--- src/rtl/uart_rx.sv ---
`timescale 1ns/1ps
`default_nettype none
// ============================================================================
// Module      : uart_rx
// Description : 8N1 UART receiver, pclk domain, with an optional parity bit
//               enabled by the UART_RX_PARITY_EN macro.
// Revision    : 1.0 - initial release
// ============================================================================
module uart_rx #(
    parameter int CLKS_PER_BIT = 6771,
    parameter bit PARITY_ODD   = 1'b0
) (
    input  logic       pclk,
    input  logic       rst,
    input  logic       rx_serial,
    output logic [7:0] rx_data,
    output logic       rx_valid,
    output logic       frame_err,
    output logic       parity_err,
    output logic       busy
);
    localparam int                 c_CNT_W     = (CLKS_PER_BIT > 1) ? $clog2(CLKS_PER_BIT) : 1;
    localparam logic [c_CNT_W-1:0] c_BIT_LAST  = c_CNT_W'(CLKS_PER_BIT - 1);
    localparam logic [c_CNT_W-1:0] c_HALF_LAST = c_CNT_W'(CLKS_PER_BIT / 2 - 1);

    typedef enum logic [2:0] {
        S_IDLE   = 3'd0,
        S_START  = 3'd1,
        S_DATA   = 3'd2,
        S_STOP   = 3'd3,
        S_BREAK  = 3'd4
`ifdef UART_RX_PARITY_EN
        , S_PARITY = 3'd5
`endif
    } state_t;

    logic               r_sync1, r_rxs, r_rxs_d;
    state_t             r_state, w_state_nxt;
    logic [c_CNT_W-1:0] r_clk_cnt, w_clk_cnt_nxt;
    logic [2:0]         r_bit_cnt, w_bit_cnt_nxt;
    logic [7:0]         r_shift, w_shift_nxt;
    logic [7:0]         r_data, w_data_nxt;
    logic               r_valid, w_valid_nxt;
    logic               r_ferr, w_ferr_nxt;
    logic               w_fall;
`ifdef UART_RX_PARITY_EN
    logic               r_perr, w_perr_nxt;
    logic               r_par_bad, w_par_bad_nxt;
`endif

    // Two-flop synchroniser; the third flop only serves edge detection.
    always_ff @(posedge pclk) begin
        if (rst) begin
            r_sync1 <= 1'b1;
            r_rxs   <= 1'b1;
            r_rxs_d <= 1'b1;
        end else begin
            r_sync1 <= rx_serial;
            r_rxs   <= r_sync1;
            r_rxs_d <= r_rxs;
        end
    end

    assign w_fall = r_rxs_d & ~r_rxs;

    always_ff @(posedge pclk) begin
        if (rst) begin
            r_state   <= S_IDLE;
            r_clk_cnt <= '0;
            r_bit_cnt <= '0;
            r_shift   <= '0;
            r_data    <= '0;
            r_valid   <= 1'b0;
            r_ferr    <= 1'b0;
`ifdef UART_RX_PARITY_EN
            r_perr    <= 1'b0;
            r_par_bad <= 1'b0;
`endif
        end else begin
            r_state   <= w_state_nxt;
            r_clk_cnt <= w_clk_cnt_nxt;
            r_bit_cnt <= w_bit_cnt_nxt;
            r_shift   <= w_shift_nxt;
            r_data    <= w_data_nxt;
            r_valid   <= w_valid_nxt;
            r_ferr    <= w_ferr_nxt;
`ifdef UART_RX_PARITY_EN
            r_perr    <= w_perr_nxt;
            r_par_bad <= w_par_bad_nxt;
`endif
        end
    end

    always_comb begin
        w_state_nxt   = r_state;
        w_clk_cnt_nxt = r_clk_cnt;
        w_bit_cnt_nxt = r_bit_cnt;
        w_shift_nxt   = r_shift;
        w_data_nxt    = r_data;
        w_valid_nxt   = 1'b0;
        w_ferr_nxt    = 1'b0;
`ifdef UART_RX_PARITY_EN
        w_perr_nxt    = 1'b0;
        w_par_bad_nxt = r_par_bad;
`endif
        case (r_state)
            S_IDLE: begin
                if (w_fall) begin
                    w_state_nxt   = S_START;
                    w_clk_cnt_nxt = '0;
                end
            end
            S_START: begin
                // Mid-start-bit check rejects glitches shorter than half a bit.
                if (r_clk_cnt == c_HALF_LAST) begin
                    w_clk_cnt_nxt = '0;
                    w_bit_cnt_nxt = '0;
                    w_state_nxt   = r_rxs ? S_IDLE : S_DATA;
                end else begin
                    w_clk_cnt_nxt = r_clk_cnt + 1'b1;
                end
            end
            S_DATA: begin
                if (r_clk_cnt == c_BIT_LAST) begin
                    w_clk_cnt_nxt = '0;
                    w_shift_nxt   = {r_rxs, r_shift[7:1]};
                    if (r_bit_cnt == 3'd7) begin
`ifdef UART_RX_PARITY_EN
                        w_state_nxt = S_PARITY;
`else
                        w_state_nxt = S_STOP;
`endif
                    end else begin
                        w_bit_cnt_nxt = r_bit_cnt + 1'b1;
                    end
                end else begin
                    w_clk_cnt_nxt = r_clk_cnt + 1'b1;
                end
            end
`ifdef UART_RX_PARITY_EN
            S_PARITY: begin
                if (r_clk_cnt == c_BIT_LAST) begin
                    w_clk_cnt_nxt = '0;
                    w_par_bad_nxt = r_rxs ^ (^r_shift) ^ PARITY_ODD;
                    w_state_nxt   = S_STOP;
                end else begin
                    w_clk_cnt_nxt = r_clk_cnt + 1'b1;
                end
            end
`endif
            S_STOP: begin
                if (r_clk_cnt == c_BIT_LAST) begin
                    w_clk_cnt_nxt = '0;
                    if (r_rxs) begin
                        w_state_nxt = S_IDLE;
`ifdef UART_RX_PARITY_EN
                        if (r_par_bad) begin
                            w_perr_nxt = 1'b1;
                        end else begin
                            w_valid_nxt = 1'b1;
                            w_data_nxt  = r_shift;
                        end
`else
                        w_valid_nxt = 1'b1;
                        w_data_nxt  = r_shift;
`endif
                    end else begin
                        w_ferr_nxt  = 1'b1;
                        w_state_nxt = S_BREAK;
                    end
                end else begin
                    w_clk_cnt_nxt = r_clk_cnt + 1'b1;
                end
            end
            S_BREAK: begin
                if (r_rxs) begin
                    w_state_nxt = S_IDLE;
                end
            end
            default: begin
                w_state_nxt = S_IDLE;
            end
        endcase
    end

    assign rx_data   = r_data;
    assign rx_valid  = r_valid;
    assign frame_err = r_ferr;
    assign busy      = (r_state != S_IDLE);
`ifdef UART_RX_PARITY_EN
    assign parity_err = r_perr;
`else
    // No parity bit in this build; PARITY_ODD has no effect here.
    assign parity_err = 1'b0 & PARITY_ODD;
`endif

endmodule
`default_nettype wire

--- config.mk ---
export PLATFORM = sky130hd
export DESIGN_NAME = uart_rx
export DESIGN_NICKNAME = d
export VERILOG_FILES = /design/src/rtl/uart_rx.sv
export SDC_FILE = /design/constraint.sdc
export NUM_CORES = 1
export LEC_CHECK = 0
export ABC_AREA = 1
export CAP_MARGIN = 20
export CORE_MARGIN = 4
export CORE_UTILIZATION = 53
export DETAILED_ROUTE_END_ITERATION = 16
export PLACE_DENSITY = 0.79
export SYNTH_ARGS = -nofsm -noshare
export SYNTH_HDL_FRONTEND = slang
export SYNTH_SLANG_ARGS = --single-unit
--- constraint.sdc ---
create_clock -name pclk -period 3.6 [get_ports pclk]
set_input_delay 0.72 -clock pclk [delete_from_list [all_inputs] [get_ports pclk]]
set_output_delay 0.72 -clock pclk [all_outputs]
set_load 0.005 [all_outputs]
==> qor.yml <==
cts:
  clock_tree.htree_level_count: 2
  cts.hold.buffers_added: 0
  cts-resized-gates: 0
  tritoncts: "done"
  clock_sink_count: 40
  clkSlewWorstSetupHoldPaths_ps: 130
  cts-root-buf: "clkbuf_4"
  clk_latency_ps: 350
  cts_buffers: 5
  post-cts-setup-buffer-count: 0
  max_root_sink_buffers: 2
layout:
  final_core_utilization: 0.633
  design.final.nets: 305
  drive_gt1_frac: 0.0805
  final.fill_count: 317
  number_of_diodes: 0
  growth_of_design_area_from_synthesis_to_finish_pct: 12.9
timing:
  holdWs_ps: 426
  max_slew_violation_total_from_the_final_report: 0
  final_setup_violation_count: 0
  timing.final.crit_period_ps: 2240
  finalHoldViolations: 0
  finalClockSkew_ps: 10.7
  tightest_slew_ps: 645
  max_freq_mhz: 447
  min_period_over_period: 0.621
  unrepaired_setup_endpoints_after_global_routing: "no"
  final_critical_path_setup_slack_ps: 1360
  timing.setup.tns_ps: 0
  max_slew_margin: 0.569
logic_synthesis:
  netlist_top_cells_area: "dfxtp_1, nand2_1, nor2_1, inv_1, o21ai_0"
  synth_nets: 290
  synth_cell_type_count: 28
  synth_area_per_cell_um2: 6.79
  synth-seq-cells: 40
  synth_flop_cell: "dfxtp_1"
  synth_warnings: 0
  mappedNetlistArea_um2: 1920
  async_flop_share: 0
  syn-instance-count: 282
  synth.top_cell.area_share: 0.418
  synth-edff-count: 0
  post-synth-top-area-cell: "dfxtp_1"
  fraction_of_the_yosys_area_taken_by_sequential_cells: 0.418
power:
  p_seq_frac: 0.435
  fin_total_pwr_mw: 1.13
  p_clk_frac: 0.271
  vdd_drop_max_mv: 0.314
  netSwitchingFraction: 0.360
  p_switching_mw: 0.407
  p_leak_nw: 0.919
  power.combinational.fraction: 0.293
  power_density_nw_per_um2: 522
  internal-power_mw: 0.723
critical_path:
  critical_path.endpoint_type: "output port"
  timing.critical_path.from_type: "flop"
  critical_path.startpoint: "r_state[1]$_SDFFE_PP0P_"
  critPathKind: "reg -> out"
  cp_data_arrival_time_ps: 1520
  crit_path_max_fanout: 6
  crit-reg2reg-launch: "r_clk_cnt[0]$_SDFFE_PP0P_"
  required_time_of_the_critical_path_ps: 2880
routing:
  post_drt_via_cell_ratio: 5.08
  wirelength_um: 3890
  wl_per_cell_um: 11.3
  vias: 1746
  total_met2_wirelength_after_detailed_routing_um: 1700
  wl_met1_um: 1930
  drt-pass1-iter-count: 4
  top_layer: "met4"
  wl_met3_um: 200
  starting_drc_count_in_detailed_routing: 102
  route.detailed.drc: 0
  ant_nets: 0
floorplan:
  num_rows: 21
  die_area_um2: 4640
  effective_utilization_at_floorplan: 0.561
  die_w_um: 68.1
  floorplan_die_height_um: 68.1
  pin_count: 15
  placeableCoreArea_um2: 3420
global_routing:
  grt-ovfl-total: 0
  grt_first_pass_wirelength_um: 7070
  first_global_vias: 1699
  globalRouteTotalUtil: 0.200
  antenna_found_initial: 0
  largest_net_degree_at_the_start_of_global_routing: 26
place:
  gp_routability_congestion: 0.867
  placement.setup.worst_slack_ps: 1250
  dpl.hpwl_um: 2810
  buffers_added_on_ports: 13
job:
  cap_viol_max_count: 0
outcome:
  run_status: "completed"
worst_hold_path:
  hp-start: "r_sync1$_SDFF_PP1_"
  hold_crit_path_type: "reg -> reg"
[cell usage after synthesis (3+ instances only)]
| library cell | count |
|---|---|
| nand3_1 | 14 |
| o21ai_0 | 24 |
| nand4_1 | 3 |
| inv_1 | 37 |
| nor2_1 | 50 |
| ha_1 | 5 |
| dfxtp_1 | 40 |
| nor3_1 | 7 |
| nand2_1 | 60 |
| a21oi_1 | 14 |
| inv_2 | 6 |
[layer usage]
metal	GRT usage	vias up
li1	-	917
met1	0.251	775
met2	0.321	45
met4	0.0720	0
met5	0	-
met3	0.0657	9
[path summary, 6_finish.rpt]
path | end | slack (ps) | cells past startpoint
worst max-delay path | busy | 1360 | 3
worst min-delay path | r_rxs$_SDFF_PP1_ | 430 | 1
worst max register to register | r_bit_cnt[0]$_SDFFE_PP0P_ | 1850 | 11
worst min register to register | r_rxs$_SDFF_PP1_ | 430 | 1
[critical path, stage by stage (launching register included)]
cell,delay (ps)
dfxtp_1,380
nor2_1,260
nand2_1,90
clkdlybuf4s50_1,450
[stage by stage]
stage,instances,instance area (um2)
floorplan,282,1920
global placement,336,2080
detailed placement,336,2080
CTS,344,2160
global route,344,2160
finish,344,2160
[registers in the layout (all words and copies together), names as in the netlist]
register	count
r_shift	8
r_bit_cnt	3
r_state	3
r_clk_cnt	13
r_rxs	1
rx_valid	1
rx_data	8
frame_err	1
r_sync1	1
r_rxs_d	1
[layout by cell type, fill, tap and decap left out, drive strengths merged]
cell and count:
o21ai 24, o22ai 1, o31ai 1, nor3 9, xor2 2, nand4 4, inv 44, a21o 1
a21oi 15, dfxtp 40, conb 1, or2 2, ha 5, nand3 15, clkbuf 5, clkinvlp 1
nand3b 1, bufinv 1, nand2 61, nor2 52, clkdlybuf4s50 13
[cell families (layout without fill, tap and decap cells)]
family / after synthesis / count (layout) / synth area share
and+or+nand+nor: 144 / 144 / 0.326
buffers and inverters: 48 / 64 / 0.0973
AOI/OAI and AO/OA: 42 / 42 / 0.115
DFF: 40 / 40 / 0.418
adders and majority gates: 5 / 5 / 0.0327
xor gates and xnor gates: 2 / 2 / 0.00915
other: 1 / 1 / 0.00196
[cell type report]
class	count	area (um2)	share of cell area
Clock inverter	3	46.3	0.0214
Clock buffer	5	37.5	0.0174
Tap cell	46	57.6	0.0266
Timing Repair Buffer	13	130	0.0602
Inverter	43	161	0.0747
Sequential cell	40	801	0.370
Multi-Input combinational cell	194	928	0.429
[power by group through the flow]
stage                     logic (mW)  clock network, mW  registers, mW
final                          0.332              0.306          0.492
after global routing           0.379              0.333          0.496
after CTS                      0.330              0.313          0.492
after detailed placement       0.327                  0          0.502
after global placement         0.321                  0          0.500
after floorplan                0.255                  0          0.496
No activity file was read; power rests on OpenSTA's default activity.
